<file path="src/rtl/tft_bus_sequencer_if.sv">
// Host, fill and LCD pin bundle for tft_bus_sequencer.
// The sequencer connects through the slave modport and its driver through the master modport.
interface tft_bus_sequencer_if #(
    parameter int CNT_W = 24
);
    logic             host_wr;
    logic [15:0]      host_data;
    logic             fifo_full;
    logic             ovf;
    logic             fill_start;
    logic [15:0]      fill_color;
    logic [CNT_W-1:0] fill_count;
    logic             fill_busy;
    logic             busy;
    logic             lcd_cs_n;
    logic             lcd_rs;
    logic             lcd_wr_n;
    logic [15:0]      lcd_data;
    logic             lcd_data_oe;

    modport master (
        output host_wr, host_data, fill_start, fill_color, fill_count,
        input  fifo_full, ovf, fill_busy, busy,
        input  lcd_cs_n, lcd_rs, lcd_wr_n, lcd_data, lcd_data_oe
    );

    modport slave (
        input  host_wr, host_data, fill_start, fill_color, fill_count,
        output fifo_full, ovf, fill_busy, busy,
        output lcd_cs_n, lcd_rs, lcd_wr_n, lcd_data, lcd_data_oe
    );
endinterface

</file>
<file path="src/rtl/tft_bus_sequencer.sv">
// 8080-style LCD write sequencer: tagged host words pass through a show-ahead FIFO,
// and a solid-colour fill engine shares the bus once the words queued ahead of it drain.
module tft_bus_sequencer #(
    parameter int FIFO_DEPTH = 16,
    parameter int T_SETUP    = 1,
    parameter int T_STROBE   = 2,
    parameter int T_HOLD     = 1,
    parameter int CNT_W      = 24
) (
    input logic                clk_i,
    input logic                rst_ni,
    tft_bus_sequencer_if.slave bus
);
    localparam int AW      = $clog2(FIFO_DEPTH);
    localparam int OCC_W   = AW + 1;
    localparam int TMR_MAX = (T_SETUP > T_STROBE) ?
                             ((T_SETUP > T_HOLD) ? T_SETUP : T_HOLD) :
                             ((T_STROBE > T_HOLD) ? T_STROBE : T_HOLD);
    localparam int TMR_W   = (TMR_MAX > 1) ? $clog2(TMR_MAX) : 1;

    typedef enum logic [1:0] {S_IDLE, S_SETUP, S_STROBE, S_HOLD} state_e;

    // Returns {rs, data} for a tagged host word.
    function automatic logic [16:0] decode_word(input logic [15:0] w);
        logic [16:0] r;
        if (!w[15]) begin
            r = {1'b0, w};
        end else if (!w[14]) begin
            r = {2'b10, w[14:0]};
        end else begin
            r = {1'b1, w[13:10], w[10:5], w[5:0]};
        end
        return r;
    endfunction

    logic [15:0]      mem_q [FIFO_DEPTH];
    logic [AW-1:0]    wptr_q, rptr_q;
    logic [OCC_W-1:0] occ_q, occ_d;
    logic             ovf_q;

    logic             fill_busy_q;
    logic [OCC_W-1:0] ahead_q;
    logic [CNT_W-1:0] fcnt_q;
    logic [15:0]      fcolor_q;

    state_e           state_q;
    logic [TMR_W-1:0] tmr_q;
    logic             cs_n_q, wr_n_q, rs_q, oe_q;
    logic [15:0]      data_q;

    logic full, empty, push, pop;
    logic hold_end, issue_slot, fifo_ok, fill_ok;
    logic issue_fifo, issue_fill, issue, fill_acc, fill_done;
    logic [16:0] word;

    assign full  = (occ_q == OCC_W'(FIFO_DEPTH));
    assign empty = (occ_q == '0);
    // A write into a full FIFO is dropped even if a pop happens on the same edge.
    assign push  = bus.host_wr && !full;
    assign pop   = issue_fifo;

    assign hold_end   = (state_q == S_HOLD) && (tmr_q == '0);
    assign issue_slot = (state_q == S_IDLE) || hold_end;
    assign fifo_ok    = !empty && (!fill_busy_q || (ahead_q != '0));
    assign fill_ok    = fill_busy_q && (ahead_q == '0) && (fcnt_q != '0);
    assign issue_fifo = issue_slot && fifo_ok;
    assign issue_fill = issue_slot && fill_ok;
    assign issue      = issue_fifo || issue_fill;

    assign fill_acc  = bus.fill_start && !fill_busy_q && (bus.fill_count != '0);
    assign fill_done = hold_end && fill_busy_q && (ahead_q == '0) && (fcnt_q == '0);

    assign word = issue_fill ? {1'b1, fcolor_q} : decode_word(mem_q[rptr_q]);

    always_comb begin
        occ_d = occ_q;
        if (push && !pop) begin
            occ_d = occ_q + OCC_W'(1);
        end else if (pop && !push) begin
            occ_d = occ_q - OCC_W'(1);
        end
    end

    always_ff @(posedge clk_i) begin
        if (push) begin
            mem_q[wptr_q] <= bus.host_data;
        end
    end

    always_ff @(posedge clk_i) begin
        if (!rst_ni) begin
            wptr_q <= '0;
            rptr_q <= '0;
            occ_q  <= '0;
            ovf_q  <= 1'b0;
        end else begin
            if (push) begin
                wptr_q <= wptr_q + AW'(1);
            end
            if (pop) begin
                rptr_q <= rptr_q + AW'(1);
            end
            occ_q <= occ_d;
            if (bus.host_wr && full) begin
                ovf_q <= 1'b1;
            end
        end
    end

    always_ff @(posedge clk_i) begin
        if (fill_acc) begin
            fcolor_q <= bus.fill_color;
        end
    end

    // Words already queued (including one pushed on the accept edge) go out before the fill.
    always_ff @(posedge clk_i) begin
        if (!rst_ni) begin
            fill_busy_q <= 1'b0;
            ahead_q     <= '0;
            fcnt_q      <= '0;
        end else if (fill_acc) begin
            fill_busy_q <= 1'b1;
            ahead_q     <= occ_d;
            fcnt_q      <= bus.fill_count;
        end else begin
            if (fill_done) begin
                fill_busy_q <= 1'b0;
            end
            if (issue_fifo && fill_busy_q && (ahead_q != '0)) begin
                ahead_q <= ahead_q - OCC_W'(1);
            end
            if (issue_fill && (fcnt_q != '0)) begin
                fcnt_q <= fcnt_q - CNT_W'(1);
            end
        end
    end

    always_ff @(posedge clk_i) begin
        if (!rst_ni) begin
            state_q <= S_IDLE;
            tmr_q   <= '0;
            cs_n_q  <= 1'b1;
            wr_n_q  <= 1'b1;
            rs_q    <= 1'b1;
            oe_q    <= 1'b0;
            data_q  <= '0;
        end else if (issue) begin
            state_q <= S_SETUP;
            tmr_q   <= TMR_W'(T_SETUP - 1);
            cs_n_q  <= 1'b0;
            wr_n_q  <= 1'b1;
            oe_q    <= 1'b1;
            rs_q    <= word[16];
            data_q  <= word[15:0];
        end else begin
            case (state_q)
                S_SETUP: begin
                    if (tmr_q == '0) begin
                        state_q <= S_STROBE;
                        tmr_q   <= TMR_W'(T_STROBE - 1);
                        wr_n_q  <= 1'b0;
                    end else begin
                        tmr_q <= tmr_q - TMR_W'(1);
                    end
                end
                S_STROBE: begin
                    if (tmr_q == '0) begin
                        state_q <= S_HOLD;
                        tmr_q   <= TMR_W'(T_HOLD - 1);
                        wr_n_q  <= 1'b1;
                    end else begin
                        tmr_q <= tmr_q - TMR_W'(1);
                    end
                end
                S_HOLD: begin
                    if (tmr_q == '0) begin
                        state_q <= S_IDLE;
                        cs_n_q  <= 1'b1;
                        oe_q    <= 1'b0;
                    end else begin
                        tmr_q <= tmr_q - TMR_W'(1);
                    end
                end
                default: begin
                    state_q <= S_IDLE;
                end
            endcase
        end
    end

    assign bus.fifo_full   = full;
    assign bus.ovf         = ovf_q;
    assign bus.fill_busy   = fill_busy_q;
    assign bus.busy        = (state_q != S_IDLE) || !empty || fill_busy_q;
    assign bus.lcd_cs_n    = cs_n_q;
    assign bus.lcd_rs      = rs_q;
    assign bus.lcd_wr_n    = wr_n_q;
    assign bus.lcd_data    = data_q;
    assign bus.lcd_data_oe = oe_q;
endmodule

</file>
<file path="src/flat_wrapper.sv">
// flat-port wrapper written by rule: the top's interface ports become plain ports
module tft_bus_sequencer_flat 
#(
    parameter int FIFO_DEPTH = 16,
    parameter int T_SETUP    = 1,
    parameter int T_STROBE   = 2,
    parameter int T_HOLD     = 1,
    parameter int CNT_W      = 24
)
  (clk_i, rst_ni, bus_host_wr, bus_host_data, bus_fill_start, bus_fill_color, bus_fill_count, bus_fifo_full, bus_ovf, bus_fill_busy, bus_busy, bus_lcd_cs_n, bus_lcd_rs, bus_lcd_wr_n, bus_lcd_data, bus_lcd_data_oe);
  tft_bus_sequencer_if #(.CNT_W(CNT_W)) bus_i ();
  input logic clk_i;
  input logic rst_ni;
  input wire logic [$bits(bus_i.host_wr)-1:0] bus_host_wr;
  input wire logic [$bits(bus_i.host_data)-1:0] bus_host_data;
  input wire logic [$bits(bus_i.fill_start)-1:0] bus_fill_start;
  input wire logic [$bits(bus_i.fill_color)-1:0] bus_fill_color;
  input wire logic [$bits(bus_i.fill_count)-1:0] bus_fill_count;
  output wire logic [$bits(bus_i.fifo_full)-1:0] bus_fifo_full;
  output wire logic [$bits(bus_i.ovf)-1:0] bus_ovf;
  output wire logic [$bits(bus_i.fill_busy)-1:0] bus_fill_busy;
  output wire logic [$bits(bus_i.busy)-1:0] bus_busy;
  output wire logic [$bits(bus_i.lcd_cs_n)-1:0] bus_lcd_cs_n;
  output wire logic [$bits(bus_i.lcd_rs)-1:0] bus_lcd_rs;
  output wire logic [$bits(bus_i.lcd_wr_n)-1:0] bus_lcd_wr_n;
  output wire logic [$bits(bus_i.lcd_data)-1:0] bus_lcd_data;
  output wire logic [$bits(bus_i.lcd_data_oe)-1:0] bus_lcd_data_oe;
  assign bus_i.host_wr = bus_host_wr;
  assign bus_i.host_data = bus_host_data;
  assign bus_i.fill_start = bus_fill_start;
  assign bus_i.fill_color = bus_fill_color;
  assign bus_i.fill_count = bus_fill_count;
  assign bus_fifo_full = bus_i.fifo_full;
  assign bus_ovf = bus_i.ovf;
  assign bus_fill_busy = bus_i.fill_busy;
  assign bus_busy = bus_i.busy;
  assign bus_lcd_cs_n = bus_i.lcd_cs_n;
  assign bus_lcd_rs = bus_i.lcd_rs;
  assign bus_lcd_wr_n = bus_i.lcd_wr_n;
  assign bus_lcd_data = bus_i.lcd_data;
  assign bus_lcd_data_oe = bus_i.lcd_data_oe;
  tft_bus_sequencer #(.FIFO_DEPTH(FIFO_DEPTH), .T_SETUP(T_SETUP), .T_STROBE(T_STROBE), .T_HOLD(T_HOLD), .CNT_W(CNT_W)) u_core (.clk_i(clk_i), .rst_ni(rst_ni), .bus(bus_i));
endmodule
</file>
<file path="config.mk">
export PLATFORM = sky130hd
export DESIGN_NAME = tft_bus_sequencer_flat
export DESIGN_NICKNAME = d
export VERILOG_FILES = /design/src/rtl/tft_bus_sequencer_if.sv /design/src/rtl/tft_bus_sequencer.sv /design/src/flat_wrapper.sv
export SDC_FILE = /design/constraint.sdc
export NUM_CORES = 1
export LEC_CHECK = 0
export CAP_MARGIN = 40
export CORE_MARGIN = 2
export CORE_UTILIZATION = 50
export CTS_BUF_LIST = sky130_fd_sc_hd__clkbuf_16
export CTS_CLUSTER_SIZE = 12
export DETAILED_ROUTE_END_ITERATION = 6
export PLACE_DENSITY = 0.69
export SLEW_MARGIN = 20
export SYNTH_ARGS = -nofsm -noshare
export SYNTH_HDL_FRONTEND = slang
export SYNTH_SLANG_ARGS = --single-unit
</file>
<file path="constraint.sdc">
create_clock -name clk_i -period 3.94 [get_ports clk_i]
set_clock_uncertainty 0.1 [all_clocks]
set_input_delay 0.985 -clock clk_i [delete_from_list [all_inputs] [get_ports clk_i]]
set_output_delay 0.985 -clock clk_i [all_outputs]
set_load 0.005 [all_outputs]
</file>
==> metrics.md <==
| Metric | Value |
|---|---|
| Clk root buf | clkbuf_16 |
| N_diodes | 0 |
| Fin nets | 1085 |
| Sw Pwr | 2.83 mW |
| First-pass DRT Iterations | 5 |
| # DRC | 0 |
| Syn_nets | slightly below 1000 |
| Area leader, netlist | edfxtp_1 |
| RSZ-0062 raised after global routing | false |
| Area delta synth->final | 18.1% |
| Clock share of power | 0.330 |
| Worst Path Buf+Inv | 3 |
| Sequential power share | 0.436 |
| Number of synthesized register bits | 343 |
| Pint | 7.14 mW |
| RePlAce Congestion | 0.855 |
| Setup TNS | 0 ns |
| Area of the core | about 0.028 mm^2 |
| Syn Area/Cell | 15.5 um^2 |
| Die width | 171 um |
| Max FO, Critical Path | 5 |
| WL final | 31100 um |
| Fillers | 2131 |
| Max-cap viol count | 0 |
| EDFF count, synth | around 270 |
| First-pass GRT wire length | 47400 um |
| Unique masters post-synth | 71 |
| Fin crit share | 0.905 |
| Post-synthesis cell count | 904 |
| H-tree levels | 2 |
| Routed Antenna Nets | 0 |
| Fmax | 281 MHz |
| Clk_lat worst skew | 0.53 ns |
| Slowest-stage cell, CP | nor4b_1 |
| Port Buf Inserts | 83 |
| CP peak stage delay | 0.53 ns |
| Measured slew at the worst slew-check pin | between 0.8 and 0.9 ns |
| Net Sw Frac | 0.284 |
| CP top delay family | buffers and inverters |
| Sink Count | between 300 and 400 |
| Rel. slew slack | 0.441 |
| Placed Area | 0.0154 mm^2 |
| Final min period | ~3.6 ns |
| Hpwl dp | about 20000 um |
| Final hold violation count | 0 |
| Logic pwr share | 0.233 |
| Post-synth design cell area | 0.0140 mm^2 |
| Peak supply drop | 371 uV |
| Area contributors post-synth | edfxtp_1 58%, dfxtp_1 10%, mux4_2 9.0% |
| GRT Util Overall | 0.216 |
| Worst Path Arrival | 2.48 ns |
| Rows | 61 |
| Clock Pin Slew Worst Setup and Hold Paths | 0.06 ns |
| Post-CTS sizing | 0 |
| Yosys warnings | 0 |
| Worst min path class | reg -> reg |
| Hold_ws | 0.369 ns |
| Number of global-route vias before repair | 8209 |
| Die Y-Extent | 171 um |
| TritonCTS Buffers | 37 |
| DR vias | 8356 |
| Routed len/inst | around 22 um |
| CP Cell Sequence | inv_1 -> ha_1 -> nor4b_1 -> clkbuf_2 -> nand3_1 -> clkdlybuf4s50_1 |
| Final Power | 9.97 mW |
| CTS tree | built |
| Final instance area | 0.0166 mm^2 |
| Overflow after GRT | 0 |
| Initial DRC Count | about 780 |
| CP startpoint kind | flip-flop |
| Main synth FF type | edfxtp_1 |
| Drt via density | approximately 5.9 |
| Initial core utilization | 0.506 |
| Crit path capture type | output pin |
| Seq/Total Area, Yosys | 0.684 |
| DIE AREA | a little under 0.03 mm^2 |
| Pleak | approximately 5.4 nW |
| Critical Path RT | 2.85 ns |
| Final setup fails | 0 |
| Layout cells sized above 1 | 0.167 |
| Outcome | finished, final reports clean |
| # IOs | between 80 and 90 |
| PwrDens | 602 mW/mm^2 |
| Clock buffer depth | 3 |
| FFs w/ async S/R, synth | 0 |
| Hold Buf Count CTS | 0 |
| Post-synth top area share | 0.582 |
| Final slew viol count | 0 |
| Setup bufs post-CTS | 0 |
| Pin count of the biggest net entering global routing | 48 |
| Initial antenna violation count | 0 |
| Crit path kind | reg -> out |
[worst paths after layout]
kind / startpoint / endpoint / slack [ns] / cells after the start
worst max register to register: u_core.fcnt_q[0] / u_core.bus.lcd_data[6] / 0.81 / 9
worst min-delay path: u_core.bus.lcd_data_oe / u_core.bus.lcd_data_oe / 0.37 / 2
worst max-delay path: u_core.occ_q[1] / bus_busy / 0.38 / 6
worst min register to register: u_core.bus.lcd_data_oe / u_core.bus.lcd_data_oe / 0.37 / 2
[final cells by class]
type / instances / area [um^2] / share of cell area
Sequential cell: 343 / 9590 / 0.579
Multi-Input combinational cell: 492 / 4180 / 0.252
Timing Repair Buffer: 117 / 1080 / 0.0654
Clock buffer: 38 / 951 / 0.0574
Tap cell: 378 / 473 / 0.0286
Clock inverter: 25 / 206 / 0.0125
Inverter: 20 / 75.1 / 0.00453
[through the flow]
step	setup WS, ns	util	instances
3_3_place_gp	0.678	0.556	1349
5_1_grt	0.179	0.598	1413
6_report	0.375	0.598	1413
3_5_place_dp	0.679	0.556	1349
4_1_cts	0.231	0.598	1412
2_1_floorplan	0.585	-	904
[registers in the layout, summed over array words and instances (netlist names), 2 cells and up, named ones only]
signal / cells
u_core.mem_q: 256
u_core.fcnt_q: 24
u_core.bus.lcd_data: 16
u_core.fcolor_q: 16
u_core.ahead_q: 5
u_core.occ_q: 5
u_core.rptr_q: 4
u_core.wptr_q: 4
u_core.state_q: 2
[layout by cell type, fill, tap and decap left out, types with 4 or more instances in the layout]
master	synthesis	final
ha_1	14	14
nand4_1	7	7
o21ai_1	15	15
or3_1	10	10
xor2_1	6	6
o211ai_1	13	13
nor4_1	14	14
nor3_1	14	10
nor2b_1	5	5
o311ai_1	6	6
a31oi_1	16	15
inv_1	19	32
nand2b_1	4	4
nor3_2	0	4
nor2_1	55	43
or4_1	4	4
nand2_1	64	64
mux4_2	56	56
a21oi_1	33	33
nand3_1	15	15
xnor2_1	8	8
clkinv_2	0	4
mux2i_1	28	28
dfxtp_1	71	69
and3_1	5	5
a221oi_1	11	10
mux2_2	7	7
nor2_2	0	12
edfxtp_1	272	272
a22oi_1	12	12
buf_4	8	33
clkdlybuf4s50_1	0	83
o21ai_0	8	8
clkbuf_16	0	38
and2_1	6	6
[tightest hold or removal path: cells and delay by family, from the launching register on]
kind / cells / cell delay (ns)
AO/OA/AOI/OAI: 1 / 0.06
flip-flops: 1 / 0.31
AND/OR/NAND/NOR: 1 / 0.05
[synth_stat cells, types with 15 or more instances]
library cell,n
mux2i_1,28
a31oi_1,16
o21ai_1,15
nand3_1,15
nor2_1,55
edfxtp_1,272
nand2_1,64
a21oi_1,33
dfxtp_1,71
mux4_2,56
clkbuf_1,27
inv_1,19
[logic make-up after synthesis]
kind of cell | Yosys count | share of synthesized area
flip-flops | 343 | 0.684
AND/OR/NAND/NOR | 213 | 0.0745
AO/OA/AOI/OAI | 156 | 0.0791
multiplexers | 93 | 0.117
buffers and inverters | 69 | 0.0229
adder cells (fa/ha/maj) | 16 | 0.0139
XOR/XNOR | 14 | 0.00874
[power by group through the flow]
stage                     clock network [mW]  registers, mW  logic [mW]
after detailed placement                   0           4.43        2.32
final                                   3.29           4.35        2.33
after floorplan                            0           4.32        1.63
after global routing                    3.49           4.38        2.55
after CTS                               3.36           4.35        2.33
after global placement                     0           4.42        2.28
[per-layer routing]
metal | GRT usage | wire [um]
met5 | 0 | 0
met3 | 0.0393 | 2530
met4 | 0.0674 | 782
met1 | 0.309 | 13500
met2 | 0.339 | 14300
(Power assumes the default switching activity.)
